===== src/rtl/cdc_pkg.sv =====
// Shared helpers for the dual-clock FIFO pointer path: pointer sizing and
// Gray/binary conversion used on both sides of the clock crossing.
package cdc_pkg;

  // One extra pointer bit beyond the address distinguishes full from empty.
  localparam int unsigned PTR_EXTRA  = 1;
  localparam int unsigned GRAY_MAX_W = 32;

  function automatic int unsigned ptr_width(input int unsigned aw);
    return aw + PTR_EXTRA;
  endfunction

  // Both functions work on zero-extended values; callers truncate the result.
  function automatic logic [GRAY_MAX_W-1:0] bin2gray(input logic [GRAY_MAX_W-1:0] bin);
    return bin ^ (bin >> 1);
  endfunction

  function automatic logic [GRAY_MAX_W-1:0] gray2bin(input logic [GRAY_MAX_W-1:0] gray);
    logic [GRAY_MAX_W-1:0] bin;
    bin[GRAY_MAX_W-1] = gray[GRAY_MAX_W-1];
    for (int i = GRAY_MAX_W - 2; i >= 0; i--) begin
      bin[i] = bin[i+1] ^ gray[i];
    end
    return bin;
  endfunction

endpackage


===== src/rtl/cdc_sync_bus.sv =====
// Plain WIDTH x STAGES flop chain for a Gray-coded bus crossing clock domains.
// No logic between stages; STAGES must be 2 or more.
module cdc_sync_bus #(
  parameter int WIDTH  = 1,
  parameter int STAGES = 2
) (
  input  logic             clk_i,
  input  logic             rst_i,
  input  logic [WIDTH-1:0] d_i,
  output logic [WIDTH-1:0] q_o
);

  logic [WIDTH-1:0] sync_q [STAGES];

  always_ff @(posedge clk_i or posedge rst_i) begin
    if (rst_i) begin
      for (int i = 0; i < STAGES; i++) begin
        sync_q[i] <= '0;
      end
    end else begin
      sync_q[0] <= d_i;
      for (int i = 1; i < STAGES; i++) begin
        sync_q[i] <= sync_q[i-1];
      end
    end
  end

  assign q_o = sync_q[STAGES-1];

endmodule


===== src/rtl/gray_ptr_rd_ctrl.sv =====
// Read-side pointer controller of a dual-clock FIFO: synchronizes the writer's
// Gray pointer, owns the read pointer and produces empty/level/status flags.
module gray_ptr_rd_ctrl
  import cdc_pkg::*;
#(
  parameter int AW          = 4,
  parameter int SYNC_STAGES = 2,
  parameter int AE_THRESH   = 1
) (
  input  logic          clk_i,
  input  logic          rst_i,
  input  logic [AW:0]   wr_gray_i,
  input  logic          rd_en_i,
  output logic          rd_ok_o,
  output logic [AW-1:0] rd_addr_o,
  output logic [AW:0]   rd_gray_o,
  output logic          empty_o,
  output logic [AW:0]   level_o,
  output logic          almost_empty_o,
  output logic          ovf_err_o
);

  localparam int PW = ptr_width(AW);
  localparam logic [PW-1:0] AE_LVL   = PW'(AE_THRESH);
  localparam logic [PW-1:0] FULL_LVL = PW'(1) << AW;

  logic [PW-1:0] wr_gray_s;
  logic [PW-1:0] wr_bin_s;
  logic [PW-1:0] rd_bin;
  logic [PW-1:0] rd_bin_next;
  logic [PW-1:0] rd_gray_next;
  logic [PW-1:0] level_next;

  cdc_sync_bus #(
    .WIDTH  (PW),
    .STAGES (SYNC_STAGES)
  ) u_wr_sync (
    .clk_i (clk_i),
    .rst_i (rst_i),
    .d_i   (wr_gray_i),
    .q_o   (wr_gray_s)
  );

  assign wr_bin_s = PW'(gray2bin(GRAY_MAX_W'(wr_gray_s)));

  // Handshake: the consumer holds rd_en_i while it wants data; a pop happens
  // exactly on the cycles where rd_ok_o is high, never while empty_o is set.
  assign rd_ok_o      = rd_en_i & ~empty_o;
  assign rd_bin_next  = rd_bin + PW'(rd_ok_o);
  assign rd_gray_next = PW'(bin2gray(GRAY_MAX_W'(rd_bin_next)));
  assign level_next   = wr_bin_s - rd_bin_next;
  assign rd_addr_o    = rd_bin[AW-1:0];

  // Status is computed from next-state values so a pop is visible one edge later.
  always_ff @(posedge clk_i or posedge rst_i) begin
    if (rst_i) begin
      rd_bin         <= '0;
      rd_gray_o      <= '0;
      empty_o        <= 1'b1;
      level_o        <= '0;
      almost_empty_o <= 1'b1;
      ovf_err_o      <= 1'b0;
    end else begin
      rd_bin         <= rd_bin_next;
      rd_gray_o      <= rd_gray_next;
      empty_o        <= (wr_gray_s == rd_gray_next);
      level_o        <= level_next;
      almost_empty_o <= (level_next <= AE_LVL);
      if (level_next > FULL_LVL) begin
        ovf_err_o <= 1'b1;
      end
    end
  end

endmodule


===== config.mk =====
export PLATFORM = sky130hd
export DESIGN_NAME = gray_ptr_rd_ctrl
export DESIGN_NICKNAME = d
export VERILOG_FILES = /design/src/rtl/cdc_pkg.sv /design/src/rtl/cdc_sync_bus.sv /design/src/rtl/gray_ptr_rd_ctrl.sv
export SDC_FILE = /design/constraint.sdc
export NUM_CORES = 1
export LEC_CHECK = 0
export CAP_MARGIN = 20
export CORE_ASPECT_RATIO = 1.4
export CORE_MARGIN = 4
export CORE_UTILIZATION = 52
export CTS_CLUSTER_DIAMETER = 100
export DETAILED_ROUTE_END_ITERATION = 6
export PLACE_DENSITY = 0.8
export SLEW_MARGIN = 20
export SYNTH_ARGS = -nofsm -noshare
export SYNTH_HDL_FRONTEND = slang
export SYNTH_HIERARCHICAL = 1
export SYNTH_SLANG_ARGS = --single-unit

===== constraint.sdc =====
create_clock -name clk_i -period 5.1 [get_ports clk_i]
set_input_delay 1.275 -clock clk_i [delete_from_list [all_inputs] [get_ports clk_i]]
set_output_delay 1.275 -clock clk_i [all_outputs]
set_load 0.01 [all_outputs]

### Word-level counts from Yosys, hierarchy flattened

Cells that the tools add are included.

| cells by class | value |
|---|---|
| div/mod/pow operators | 0 |
| equal/unequal tests | 1 |
| multipliers | 0 |
| shift-type cells | 0 |
| $lt $le $gt $ge | 2 |
| bitwise operators | 7 |
| reduce and logical (&&, ||, !) cells | 0 |
| add/sub/neg operators | 2 |
| mux-type cells | 0 |

Operator list:

| kind | count |
|---|---|
| $add 5x1->5 | 1 |
| $eq 5x5->1 | 1 |
| $gt 5x5->1 const B | 1 |
| $le 5x1->1 const B | 1 |
| $sub 5x5->5 | 1 |
| $xor 5x4->5 | 1 |
| $xor 1x1->1 | 4 |
| $and 1x1->1 | 1 |
| $not 1->1 | 1 |

| word-level totals | value |
|---|---|
| RAM bits | 0 |
| register bits | 28 |
| output and inout port bits | 18 |
| bits in read-only memories | 0 |
| memories kept | 0 |
| latch bits | 0 |
| word-level logic and storage cells | 20 |
| bits of input ports | 8 |

### Longest topological paths before layout

Gate-level depths: netlist of the first run.

| depth | value |
|---|---|
| word-level depth | 6 |
| depth in mapped cells | 11 |
| gate-level depth less buffers | 10 |

### Cells and area by module

The synthesis of the first run kept the hierarchy.

Modules (own cells, without submodules):

| module | area each (µm²) | cells each | instances | sequential area each (µm²) |
|---|---|---|---|---|
| gray_ptr_rd_ctrl | 899.6 | 73 | 1 | 427.9 |
| cdc_sync_bus | 291.5 | 16 | 1 | 250.2 |

### Worst setup path before layout of the first run

OpenSTA, ideal clock, no wires.

| timing | value |
|---|---|
| path kind | input -> register |
| from | input rd_en_i |
| to | register ovf_err_o |
| data arrival time | 3.182 ns |
| stages | 9 |
| path buffers | 0 |
| data required time | 4.979 ns |
| library setup time | 0.121 ns |
| slack | 1.797 ns |
| cell sequence | nor2b_1 -> ha_1 -> ha_1 -> inv_1 -> fa_1 -> o21ai_0 -> o21ai_2 -> xor2_2 -> o22a_1 |

| on the way | value |
|---|---|
| word-level cells in the longest chain between the ends | 4 |

Ends and longest elaborated chain:

| item | RTL line | RTL |
|---|---|---|
| start: declaration | gray_ptr_rd_ctrl.sv:13 | `input logic rd_en_i,` |
| $and 1x1->1 | gray_ptr_rd_ctrl.sv:48 | `assign rd_ok_o = rd_en_i & ~empty_o;` |
| $add 5x1->5 | gray_ptr_rd_ctrl.sv:49 | `assign rd_bin_next = rd_bin + PW'(rd_ok_o);` |
| via rd_bin_next[1] | gray_ptr_rd_ctrl.sv:30 | `logic [PW-1:0] rd_bin_next;` |
| $sub 5x5->5 | gray_ptr_rd_ctrl.sv:51 | `assign level_next = wr_bin_s - rd_bin_next;` |
| via level_next[4] | gray_ptr_rd_ctrl.sv:32 | `logic [PW-1:0] level_next;` |
| $gt 5x5->1 | gray_ptr_rd_ctrl.sv:69 | `if (level_next > FULL_LVL) begin` |
| end signal: assignment | gray_ptr_rd_ctrl.sv:62 | `ovf_err_o <= 1'b0;` |
| end signal: assignment | gray_ptr_rd_ctrl.sv:70 | `ovf_err_o <= 1'b1;` |
| end: declaration | gray_ptr_rd_ctrl.sv:20 | `output logic ovf_err_o` |

The timed path passes the listed nets, and every way through them passes these cells.
A chain may end at the register's enable or synchronous reset.

### Worst setup path after layout of the first run

| timing | value |
|---|---|
| from | input rd_en_i |
| to | output rd_ok_o |

| on the way | value |
|---|---|
| word-level cells in the longest chain between the ends | 1 |

Ends and longest elaborated chain:

| item | RTL line | RTL |
|---|---|---|
| $and 1x1->1 | gray_ptr_rd_ctrl.sv:48 |  |
| end: declaration | gray_ptr_rd_ctrl.sv:14 | `output logic rd_ok_o,` |

No other way between the ends.

==> out/qor.yml, run 1 <==
placed_design:
  gp_congestion: 0.741
  io_buffers: 25
  detailed_place_hpwl_mm: 1.45
  place_area_sq_mm: 0.00143
  pre_cts_ws_ps: 1240
global_route:
  grt_pass1_wl_mm: 3.11
  grt_max_degree: 18
  antenna_found_initial: 0
  grt_pass1_vias: 706
  grt-ovfl-total: 0
  track_usage_pct: 12.4
timing:
  fin_tns_setup_ps: 0
  whs_ps: 363
  rsz0062_at_grt: "false"
  period_minus_slack_ps: 3810
  fin_crit_sh_pct: 74.6
  setup_viol: 0
  setup_slack_ps: 1290
  final_max_slew_viol_count: 0
  tightest_slew_ps: 606
  relSlewSlack_pct: 59.6
  skew_ps: 7.86
  hold_viol: 0
  fmax_ghz: 0.263
synthesis:
  synth_top_flop_cell: "dfrtp_1"
  synth_area_sq_mm: 0.00119
  synthCells: 89
  synthMuxAreaShare_pct: 0
  synthAdderAreaFrac_pct: 8.82
  synthesis.nets: 104
  synth_edf_count: 0
  yosysSeqAreaShare_pct: 56.9
  synth_simple_gate_area_share_pct: 5.46
  avgSynthCellArea_sq_um: 13.4
  synth_most_common_cell: "dfrtp_1"
  synth-xor-area-share_pct: 18.6
  yosys.area.top_type: "dfrtp_1"
  synth_compound_area_share_pct: 4.52
  synth_area_leaders: "dfrtp_1, xor2_1, ha_1"
  synth_top_family_by_area: "XOR/XNOR gates"
  yosysUniqueCellTypes: 27
  ys_warn_count: 6
  synth.top_cell.area_share_pct: 52.5
  ys_ff_latch: 27
  async_flop_share_pct: 100
  synth_common_cells: "dfrtp_1, xor2_1, inv_1, xnor2_1, ha_1"
detailed_routing:
  vias: 687
  drtIter0Drc: 11
  wl_met1_microns: 672
  drtPass1Iterations: 2
  drcViolationCount: 0
  wire_per_inst_microns: 13.1
  routed.top_layer: "met4"
  ant_nets: 0
  wl_met3_microns: 70
  finalWirelength_mm: 1.77
  vias_per_cell: 5.09
  route.met2.wl_mm: 1.00
cts:
  hold_buffers: 0
  cts-htree-levels: 1
  insertion_delay_ps: 320
  cts_buffer_depth: 2
  cts_root_buf: "clkbuf_4"
  clock_sink_count: 27
  post_cts_buffers: 0
  numCtsBuffers: 3
  cts_tree: "built"
  cts-resized-gates: 0
  clk_pin_slew_ps: 130
critical_path:
  worstPathRequired_ps: 3830
  critPathMaxFanout: 3
  start_kind: "input port"
  crit_path_end_kind: "primary output"
  worstSetupPathType: "in2out"
  cp.arrival_ps: 2530
finish:
  diodes: 0
  drive_gt1_share_pct: 9.73
  nNetsFinal: 129
  area_growth_syn_to_layout_pct: 22.4
  utilization_pct: 67.0
  fin_area_sq_mm: 0.00146
floorplanning:
  rows: 20
  io_pins: 26
  initial_core_util_pct: 54.7
  die-height_microns: 64.6
  dieArea_sq_mm: 0.00313
  fp.dieW_microns: 48.5
  core_sq_mm: 0.00218
power:
  leakagePower_uw: 0.000640
  p_per_area_mw_per_mm2: 677
  vdd_drop_max_v: 0.000402
hold_path:
  hold_path.class: "reg2reg"
run_status:
  status: "finished clean"
flow_run:
  maxCapViolations: 0
-- critical path, cell delays in order --
cell and delay [ps]:
clkdlybuf4s50_1 440, nor2b_1 230, clkdlybuf4s50_1 580
-- metrics by stage --
step	total power, uW	cells
2_1_floorplan	703	89
6_report	986	135
5_1_grt	1060	135
3_5_place_dp	906	131
4_1_cts	995	135
3_3_place_gp	884	131
-- cell usage in the layout, fill, tap and decap left out, types with 2 or more instances in the layout --
cell / instances
clkbuf_4: 3
clkdlybuf4s50_1: 25
dfrtp_1: 25
dfstp_2: 2
ha_1: 6
inv_1: 8
nand2_1: 2
nor2_1: 2
nor2b_1: 2
nor3_1: 2
o21ai_0: 2
xnor2_1: 7
xor2_1: 10
xor2_2: 2
-- metal layers --
metal	vias to the layer above	global-route usage, %
met1	342	14.0
met3	2	1.38
met2	16	23.9
met4	0	4.04
li1	327	-
met5	-	0
-- cell families (layout without fill, tap and decap cells) --
kind of cell    count (synthesis)  count (layout)
compound gates                  8               8
xor+xnor                       21              21
buf+inv                        13              37
flops                          27              27
fa+ha+maj                       8               8
simple gates                   12              12
-- worst paths after layout --
check	startpoint	endpoint	slack (ps)	cells after the start
min reg2reg	u_wr_sync/sync_q[9]$_DFF_PP0_	u_wr_sync/q_o[4]$_DFF_PP0_	360	0
min	u_wr_sync/sync_q[9]$_DFF_PP0_	u_wr_sync/q_o[4]$_DFF_PP0_	360	0
max reg2reg	u_wr_sync/q_o[4]$_DFF_PP0_	ovf_err_o$_DFFE_PP0N_	2150	10
max in group asynchronous	rst_i	rd_bin[2]$_DFF_PP0_	3370	2
min in group asynchronous	rst_i	u_wr_sync/sync_q[5]$_DFF_PP0_	1220	2
max	rd_en_i	rd_ok_o	1290	3
-- power by group --
| part | switching (uW) | leakage (uW) | internal [uW] |
|---|---|---|---|
| Clock | 58.8 | 0.0000150 | 30.6 |
| Combinational | 294 | 0.000315 | 279 |
| Sequential | 34.2 | 0.000310 | 289 |
| Total | 387 | 0.000640 | 599 |
-- state kept, by name (all words and copies together), names as in the netlist --
name / cells
u_wr_sync/sync_q: 5
almost_empty_o: 1
rd_gray_o: 4
empty_o: 1
level_o: 5
u_wr_sync/q_o: 5
ovf_err_o: 1
rd_bin: 5
-- layout make-up --
class,instances,area [sq um]
fill,171,719
sequential,27,678
multi-input combinational,49,445
timing repair buffer,25,250
inverter,8,30.0
tap,22,27.5
clock buffer,4,26.3
No activity file was read; power rests on OpenSTA's default activity.
==> run 2, diff against run 1 <==
CORE_UTILIZATION = 44   (was 52)
PLACE_DENSITY = 0.72   (was 0.8)
clock period = 3.5 ns   (was 5.1 ns; I/O delays follow)
==> run 2 against run 1 <==
Power up 47%; sequential share of layout area shrank 1.1 points; critical path depth is the same; combinational power up 49%; largest power group unchanged; cell area rose by 2.3%.
==> out/qor.yml, run 2 (synthesis gave the netlist of run 1 again) <==
detailed_routing:
  wire_per_inst_microns: 11.9  # -9.4%
  drtPass1Iterations: 4  # +2
  vias_per_cell: 4.64  # -8.9%
  finalWirelength_mm: 1.79  # +1.3%
  vias: 700  # +1.9%
  ant_nets: 0  # unchanged
  drtIter0Drc: 6  # -5
  drcViolationCount: 0  # unchanged
timing:
  setup_viol: 0  # unchanged
  rsz0062_at_grt: "false"
  fmax_ghz: 0.334
  relSlewSlack_pct: 58.9  # -0.70 points
  fin_crit_sh_pct: 85.5
  fin_tns_setup_ps: 0  # unchanged
  skew_ps: 1.69  # -6.16 ps
  tightest_slew_ps: 616  # +10.4 ps
  hold_viol: 0  # unchanged
  final_max_slew_viol_count: 0  # unchanged
  period_minus_slack_ps: 2990
global_route:
  antenna_found_initial: 0  # unchanged
  grt_max_degree: 18  # unchanged
  grt_pass1_vias: 741  # +5.0%
  grt_pass1_wl_mm: 3.13  # +0.45%
  grt-ovfl-total: 0  # unchanged
  track_usage_pct: 11.5  # -0.93 points
finish:
  fin_area_sq_mm: 0.00149  # +2.3%
  fin_cells: 151  # +12%
  fillers: 240  # +40%
  drive_gt1_share_pct: 12.2  # +2.4 points
  area_growth_syn_to_layout_pct: 25.2
  diodes: 0  # unchanged
  nNetsFinal: 131  # +1.6%
  mostFrequentLayoutCells: "clkdlybuf4s50_1, dfrtp_1, xor2_1, inv_1, xnor2_1"
cts:
  numCtsBuffers: 3  # unchanged
  cts-resized-gates: 0  # unchanged
  hold_buffers: 0  # unchanged
  cts_tree: "built"
  post_cts_buffers: 0  # unchanged
  clock_sink_count: 27  # unchanged
  clk_pin_slew_ps: 140  # about the same
  cts_root_buf: "clkbuf_4"
  cts-htree-levels: 1  # unchanged
  insertion_delay_ps: 320  # about the same
  cts_buffer_depth: 2  # unchanged
critical_path:
  start_kind: "input port"
  critPathSlowestCell: "clkdlybuf4s50_1"
  crit_path_end_kind: "primary output"
  startpoint: "rd_en_i"
  path_common_cell: "clkdlybuf4s50_1"
  worstPathRequired_ps: 2620  # -1210 ps
  critPathMaxFanout: 3  # unchanged
  max_stage_delay_ps: 580  # about the same
  cp-endpoint: "rd_ok_o"
  worstPathCellList: "clkdlybuf4s50_1, nor2b_1, clkdlybuf4s50_1"
  r2r_end: "ovf_err_o$_DFFE_PP0N_"
  r2r_setup_slack_ps: 550  # -1600 ps
  worstSetupPathType: "in2out"
  rr_startpoint: "u_wr_sync/q_o[4]$_DFF_PP0_"
  cp.arrival_ps: 2120  # -410 ps
  worstRegToRegCells: 10  # unchanged
placed_design:
  place_area_sq_mm: 0.00146  # +2.3%
  post-place-cells: 147  # +12%
  detailed_place_hpwl_mm: 1.47  # +1.2%
  gp_congestion: 0.789  # +6.4%
  io_buffers: 25  # unchanged
floorplanning:
  die-height_microns: 69.6  # +7.6%
  dieArea_sq_mm: 0.00362  # +15%
  core_sq_mm: 0.00262  # +20%
  rows: 22  # +10%
  fp.dieW_microns: 52.0  # +7.3%
  io_pins: 26  # unchanged
  initial_core_util_pct: 45.6  # -9.2 points
power:
  leakagePower_uw: 0.000652  # +1.9%
  vdd_drop_max_v: 0.000432  # +7.3%
  p_per_area_mw_per_mm2: 975  # +44%
flow_run:
  maxCapViolations: 0  # unchanged
hold_path:
  hold_depth: 0  # unchanged
  hold_path.class: "reg2reg"
run_status:
  status: "finished clean"
-- run 2: changes by cell type in the layout (fill, tap and decap cells not counted), sizes merged --
cell	previous run	this run
buf	0	2
clkbuf	4	3
clkinv	0	1
-- run 2: worst min-delay path by stage --
stage / end / start / slack [ps]
after floorplan: u_wr_sync/q_o[0]$_DFF_PP0_ / u_wr_sync/sync_q[5]$_DFF_PP0_ / 330
after global placement: u_wr_sync/q_o[3]$_DFF_PP0_ / u_wr_sync/sync_q[8]$_DFF_PP0_ / 330
after detailed placement: u_wr_sync/q_o[0]$_DFF_PP0_ / u_wr_sync/sync_q[5]$_DFF_PP0_ / 330
after CTS: u_wr_sync/q_o[0]$_DFF_PP0_ / u_wr_sync/sync_q[5]$_DFF_PP0_ / 370
after global routing: u_wr_sync/q_o[3]$_DFF_PP0_ / u_wr_sync/sync_q[8]$_DFF_PP0_ / 380
final: u_wr_sync/q_o[0]$_DFF_PP0_ / u_wr_sync/sync_q[5]$_DFF_PP0_ / 360
-- run 2: final cells by class --
class | instances | area [sq um] | share of cell area (%)
inverter | 8 | 30.0 | 2.01
clock inverter | 1 | 5.00 | 0.336
sequential | 27 | 678 | 45.5
timing repair buffer | 27 | 265 | 17.8
multi-input combinational | 49 | 445 | 29.9
tap | 36 | 45.0 | 3.02
clock buffer | 3 | 22.5 | 1.51
-- run 2: power breakdown --
group | internal [uW] | switching, uW
logic | 426 | 426
registers | 422 | 50.2
clock network | 42.8 | 87.6
total | 890 | 564
-- run 2: layer usage --
metal,global-route usage (%),up-vias,wire length (microns)
li1,-,334,-
met1,13.2,343,692
met2,19.6,19,966
met3,2.58,4,94
met4,5.25,0,38
met5,0,-,0
-- run 2: metrics by stage --
step	utilization, %	hold WS [ps]	power, uW	setup slack, ps
final	57.0	364	1450	506
after global routing	57.0	383	1580	365
after CTS	57.0	366	1480	497
after detailed placement	56.0	335	1340	208
after global placement	56.0	333	1320	277
after floorplan	-	331	1020	597
-- run 2: critical path, delay by kind of cell --
kind          cells  cell delay (ps)
buf+inv           2             1030
simple gates      1              220
==> run 3, diff against run 2 <==
SETUP_SLACK_MARGIN = 0.05   (was default)
==> results of run 3 <==
The final DEF is identical to that of run 2; final timing and power are the same.
